$ cat config.mk
export PLATFORM = sky130hd
export DESIGN_NAME = frame_config_loader
export DESIGN_NICKNAME = d
export VERILOG_FILES = /design/src/rtl/cfg_loader_pkg.sv /design/src/rtl/frame_strobe_decoder.sv /design/src/rtl/frame_config_loader.sv
export SDC_FILE = /design/constraint.sdc
export NUM_CORES = 1
export LEC_CHECK = 0
export ABC_AREA = 1
export BUFFER_PORTS_ARGS = -buffer_cell sky130_fd_sc_hd__buf_2
export CORE_MARGIN = 4
export CORE_UTILIZATION = 45
export DETAILED_ROUTE_END_ITERATION = 12
export PLACE_DENSITY = 0.7
export SKIP_CTS_REPAIR_TIMING = 1
export SKIP_LAST_GASP = 1
export SYNTH_ARGS = -nofsm -noshare
export SYNTH_HDL_FRONTEND = slang
export SYNTH_HIERARCHICAL = 1
export SYNTH_SLANG_ARGS = --single-unit
$ cat constraint.sdc
create_clock -name CLK -period 1.8 [get_ports CLK]
set_input_delay 0.36 -clock CLK [delete_from_list [all_inputs] [get_ports CLK]]
set_output_delay 0.36 -clock CLK [all_outputs]
set_load 0.05 [all_outputs]
$ cat src/rtl/cfg_loader_pkg.sv
// Shared definitions for the frame column config loader: FSM encoding and
// header field layout of the 32-bit configuration stream.
package cfg_loader_pkg;

  typedef enum logic [2:0] {
    ST_IDLE,
    ST_LOAD,
    ST_SETUP,
    ST_STROBE,
    ST_HOLD
  } state_t;

  localparam logic [7:0] SYNC_BYTE = 8'hA5;

  localparam int TAG_MSB = 31;
  localparam int TAG_LSB = 24;
  localparam int IDX_MSB = 4;
  localparam int IDX_LSB = 0;
  localparam int IDX_W   = IDX_MSB - IDX_LSB + 1;

endpackage

$ cat src/rtl/frame_strobe_decoder.sv
// Registered one-hot decode of a frame index, gated by an enable. Reset clears
// the lines asynchronously so a latch enable never outlives reset.
module frame_strobe_decoder #(
  parameter int NUM_OUT = 20,
  parameter int IDX_W   = 5
) (
  input  logic               i_clk,
  input  logic               i_rst_n,
  input  logic               i_en,
  input  logic [IDX_W-1:0]   i_idx,
  output logic [NUM_OUT-1:0] o_strobe
);

  logic [NUM_OUT-1:0] r_strobe;

  always_ff @(posedge i_clk or negedge i_rst_n) begin
    if (!i_rst_n) begin
      r_strobe <= '0;
    end else begin
      for (int i = 0; i < NUM_OUT; i++)
        r_strobe[i] <= i_en && (i_idx == IDX_W'(i));
    end
  end

  assign o_strobe = r_strobe;

endmodule

$ cat src/rtl/frame_config_loader.sv
// Assembles one frame column from a header + NumRows data words and pulses a
// one-hot FrameStrobe with one cycle of data setup before and hold after.
module frame_config_loader
  import cfg_loader_pkg::*;
#(
  parameter int         MaxFramesPerCol = 20,
  parameter int         FrameBitsPerRow = 32,
  parameter int         NumRows         = 4,
  parameter int         StrobeCycles    = 2,
  parameter logic [7:0] SyncByte        = SYNC_BYTE
) (
  input  logic                               CLK,
  input  logic                               resetn,
  input  logic [31:0]                        cfg_data,
  input  logic                               cfg_valid,
  output logic                               cfg_ready,
  input  logic                               err_clr,
  output logic [NumRows*FrameBitsPerRow-1:0] FrameData,
  output logic [MaxFramesPerCol-1:0]         FrameStrobe,
  output logic                               busy,
  output logic                               cfg_err,
  output logic [15:0]                        frame_count
);

  localparam int          RW    = (NumRows > 1) ? $clog2(NumRows) : 1;
  localparam int          SCW   = (StrobeCycles > 1) ? $clog2(StrobeCycles) : 1;
  localparam logic [31:0] MAX_F = MaxFramesPerCol;

  state_t                             r_state, w_next;
  logic [RW-1:0]                      r_row;
  logic [IDX_W-1:0]                   r_idx;
  logic [SCW-1:0]                     r_scnt;
  logic [NumRows*FrameBitsPerRow-1:0] r_frame;
  logic [15:0]                        r_count;
  logic                               r_err;

  logic w_xfer, w_hdr_ok, w_last_row;
  logic [31:0] w_idx_ext;

  assign cfg_ready  = (r_state == ST_IDLE) || (r_state == ST_LOAD);
  assign busy       = (r_state != ST_IDLE);
  assign w_xfer     = cfg_valid && cfg_ready;
  assign w_idx_ext  = 32'(cfg_data[IDX_MSB:IDX_LSB]);
  assign w_hdr_ok   = (cfg_data[TAG_MSB:TAG_LSB] == SyncByte) && (w_idx_ext < MAX_F);
  assign w_last_row = (r_row == RW'(NumRows - 1));

  always_comb begin
    w_next = r_state;
    case (r_state)
      ST_IDLE:   if (w_xfer && w_hdr_ok)   w_next = ST_LOAD;
      ST_LOAD:   if (w_xfer && w_last_row) w_next = ST_SETUP;
      ST_SETUP:  w_next = ST_STROBE;
      ST_STROBE: if (r_scnt == '0)         w_next = ST_HOLD;
      ST_HOLD:   w_next = ST_IDLE;
      default:   w_next = ST_IDLE;
    endcase
  end

  always_ff @(posedge CLK or negedge resetn) begin
    if (!resetn) begin
      r_state <= ST_IDLE;
      r_row   <= '0;
      r_idx   <= '0;
      r_scnt  <= '0;
      r_frame <= '0;
      r_count <= '0;
      r_err   <= 1'b0;
    end else begin
      r_state <= w_next;

      if (r_state == ST_IDLE && w_xfer && w_hdr_ok) begin
        r_idx <= cfg_data[IDX_MSB:IDX_LSB];
        r_row <= '0;
      end else if (r_state == ST_LOAD && w_xfer) begin
        r_row <= r_row + 1'b1;
      end

      // Frame data only ever changes while loading, so it is stable through
      // setup, strobe and hold and retained while idle.
      if (r_state == ST_LOAD && w_xfer) begin
        for (int r = 0; r < NumRows; r++)
          if (r_row == RW'(r))
            r_frame[r*FrameBitsPerRow +: FrameBitsPerRow] <= cfg_data;
      end

      if (r_state == ST_SETUP)
        r_scnt <= SCW'(StrobeCycles - 1);
      else if (r_state == ST_STROBE && r_scnt != '0)
        r_scnt <= r_scnt - 1'b1;

      if (r_state == ST_STROBE && w_next == ST_HOLD)
        r_count <= r_count + 16'd1;

      // A bad header in the same cycle as a clear still reports the error.
      if (r_state == ST_IDLE && w_xfer && !w_hdr_ok)
        r_err <= 1'b1;
      else if (err_clr)
        r_err <= 1'b0;
    end
  end

  // Decoding from next state makes the registered strobe line up with STROBE.
  frame_strobe_decoder #(
    .NUM_OUT (MaxFramesPerCol),
    .IDX_W   (IDX_W)
  ) u_strobe_dec (
    .i_clk    (CLK),
    .i_rst_n  (resetn),
    .i_en     (w_next == ST_STROBE),
    .i_idx    (r_idx),
    .o_strobe (FrameStrobe)
  );

  assign FrameData   = r_frame;
  assign frame_count = r_count;
  assign cfg_err     = r_err;

endmodule

==> run summary <==
- result of the run: completed
- Leakage Power: 0.004823 uW
- number of buffers added on ports: 202
- DR DRC count: 0
- routed wire length per instance: 14.94 um
- Post-Syn Nets: 730
- area of the core: 0.01520 mm2
- final period demand of the worst path: 1662 ps
- Power Density: 2133 mW/mm2
- share of final-layout standard cells stronger than drive strength 1: 0.3132
- maximum buffer depth of the clock tree: 2
- Max-Cap Viols: 0
- post-route clock period utilization: 0.9234
- synth-to-layout area growth: 26.41%
- area of the die: 0.01758 mm2
- width of the die: 132.6 um
- proportion of netlist area held by the largest area contributor: 0.6304
- Synth area leaders: dfrtp_1, nand2_1, o21ai_0
- count of inserted antenna diode cells: 0
- clock transition time at the flip-flop clock pins of the worst setup and hold paths: 60 ps
- insertion delay of the later-clocked pin in the worst-skew pair: 420 ps
- router iterations before antenna repair: 4
- synthesized instance count: 689
- type of the setup path with the least slack: register to output port
- Placer Congestion: 0.8916
- initial antenna violation count: 1
- peak fanout along the critical path: 4
- top library cells by usage in the layout, fill and taps aside: buf_2, nand2_1, dfrtp_1, o21ai_0, inv_1
- post-detailed-route count of antenna-violating nets: 0
- Mean Syn Cell Area: 10.14 um2
- wire length reported by the detailed router: 16.41 mm
- Remaining Overflow, GRT: 0
- Final Hold Violating Endpoints: 0
- cell accounting for the most synthesized area: dfrtp_1
- post-detailed-placement half-perimeter wirelength: 11.93 mm
- Critical Path RT: 1440 ps
- vias in the first global route: 5199
- relative max-transition margin: 0.6771
- post-route setup TNS: 0 ps
- path class of the lowest-slack min-delay path: primary input to register
- H-tree levels: 4
- total number of placement rows: 45
- vias per std cell: 4.757
- startpoint kind of the worst setup timing path: register
- first-pass GRT wire length: 27.01 mm
- final slew viol count: 0
- fill cell total of the finished layout: 1343
- count of pins on the block boundary: 203
- maximum number of pins on one net before global-route repair: 65
- Total Power Consumption: 18840 uW
- slew at the pin closest to its max-slew limit: 484.3 ps
- count of synthesis-stage warnings from yosys: 6
- clock buffers created by TritonCTS: 17
- initial DRC count: 228
- Max Freq: 601.6 MHz
- final-report setup violation count: 0
- TritonCTS clock tree: built
- number of register bits inferred by synthesis: 176
- sink count of the clock tree: 176
- maximum clock skew at final layout: 5.915 ps
- post-synthesis sequential area ratio: 0.6304
- maximum vdd ir drop: 1325 uV
- Initial Util: 0.4596
- data arrival time of the worst path: 1300 ps
- overall fraction of global-route tracks in use: 0.1928
- mapped cell area: 0.006987 mm2
- RSZ-0062 raised after global routing: false
- sort of element at the end of the critical path: output port
- via count: 5223
- Chip Height: 132.6 um
- count of nets after finishing: 938
- commonest non-fill, non-tap cell in the layout: buf_2
- root buffer selected by CTS: clkbuf_16
- unique cell type count in the Yosys netlist: 27
## metrics by stage
stage / utilization / cells / hold slack, ps / cell area (um2) / setup WS (ps)
after floorplan: - / 689 / 64.41 / 6989 / 36.96
final: 0.5810 / 1098 / 118.2 / 8832 / 137.9
after detailed placement: 0.5363 / 1065 / 223.2 / 8153 / 145.5
after global routing: 0.5810 / 1098 / 110.3 / 8832 / 51.34
after CTS: 0.5798 / 1097 / -236.7 / 8813 / 109.3
after global placement: 0.5363 / 1065 / 225.1 / 8153 / 221.7
## power by group
part	switching [uW]	total [uW]	internal, uW
Clock	1520	4070	2550
Combinational	6740	8550	1810
Sequential	872	6220	5350
Total	9130	18800	9710
## sequential cells by signal, indices dropped and copies added, names as in the netlist
name / count
r_scnt: 1
u_strobe_dec/o_strobe: 20
FrameData: 128
cfg_err: 1
r_state: 3
frame_count: 16
r_row: 2
r_idx: 5
## final cells by class
type | count | area (um2) | area share
clock buffers | 20 | 456.7 | 0.05171
clock inverters | 12 | 203.9 | 0.02309
inverters | 61 | 229.0 | 0.02592
multi-input cells | 425 | 2103 | 0.2381
flip-flops and latches | 176 | 4404 | 0.4987
well taps | 188 | 235.2 | 0.02663
repair buffers | 216 | 1200 | 0.1359
## critical path, stage by stage (launching register included)
cell     delay, ps
dfrtp_1        420
inv_1          100
nand2_2         90
buf_2          270
## per-layer routing
| layer | routed length, um | track usage | up-vias |
|---|---|---|---|
| li1 | - | - | 2609 |
| met1 | 7436 | 0.2578 | 2438 |
| met2 | 7549 | 0.2981 | 162 |
| met3 | 1275 | 0.07338 | 12 |
| met4 | 138 | 0.05139 | 2 |
| met5 | 7 | 0 | - |
## cells in the mapped netlist
cell type	number
nor3_1	1
xnor2_1	7
nor2_4	2
buf_2	5
nand3_1	10
nand2_2	2
nor2_2	3
nand4_1	12
o21ai_1	47
buf_4	1
or2_4	1
nand2_4	5
a21oi_1	1
nor2_1	39
nor2_8	1
nor3_2	1
buf_6	20
clkbuf_1	1
o211ai_1	1
o21ai_0	64
dfrtp_1	176
ha_1	5
o21ai_2	23
xor2_1	3
nand2_1	195
inv_1	61
nand3b_1	2
## final timing paths
path,cells past startpoint,to,slack (ps),start
worst max register to register,7,FrameData[19]$_DFFE_PN0P_,250,r_state[2]$_DFF_PN0_
worst min register to register,2,FrameData[98]$_DFFE_PN0P_,480,FrameData[98]$_DFFE_PN0P_
worst max-delay path,3,busy,140,r_state[0]$_DFF_PN0_
worst min-delay path,2,cfg_err$_DFFE_PN0P_,120,err_clr
min in group asynchronous,2,FrameData[10]$_DFFE_PN0P_,350,resetn
max in group asynchronous,3,u_strobe_dec/o_strobe[13]$_DFF_PN0_,820,resetn
## cell families after synthesis
logic type               count (synthesis)  synth area share
flip-flops                             176            0.6304
AND/OR/NAND/NOR                        274            0.1678
adder cells (fa/ha/maj)                  5          0.008954
buffers and inverters                   88           0.07020
XOR/XNOR                                10           0.01254
AO/OA/AOI/OAI                          136            0.1101
No activity file was read; power rests on OpenSTA's default activity.
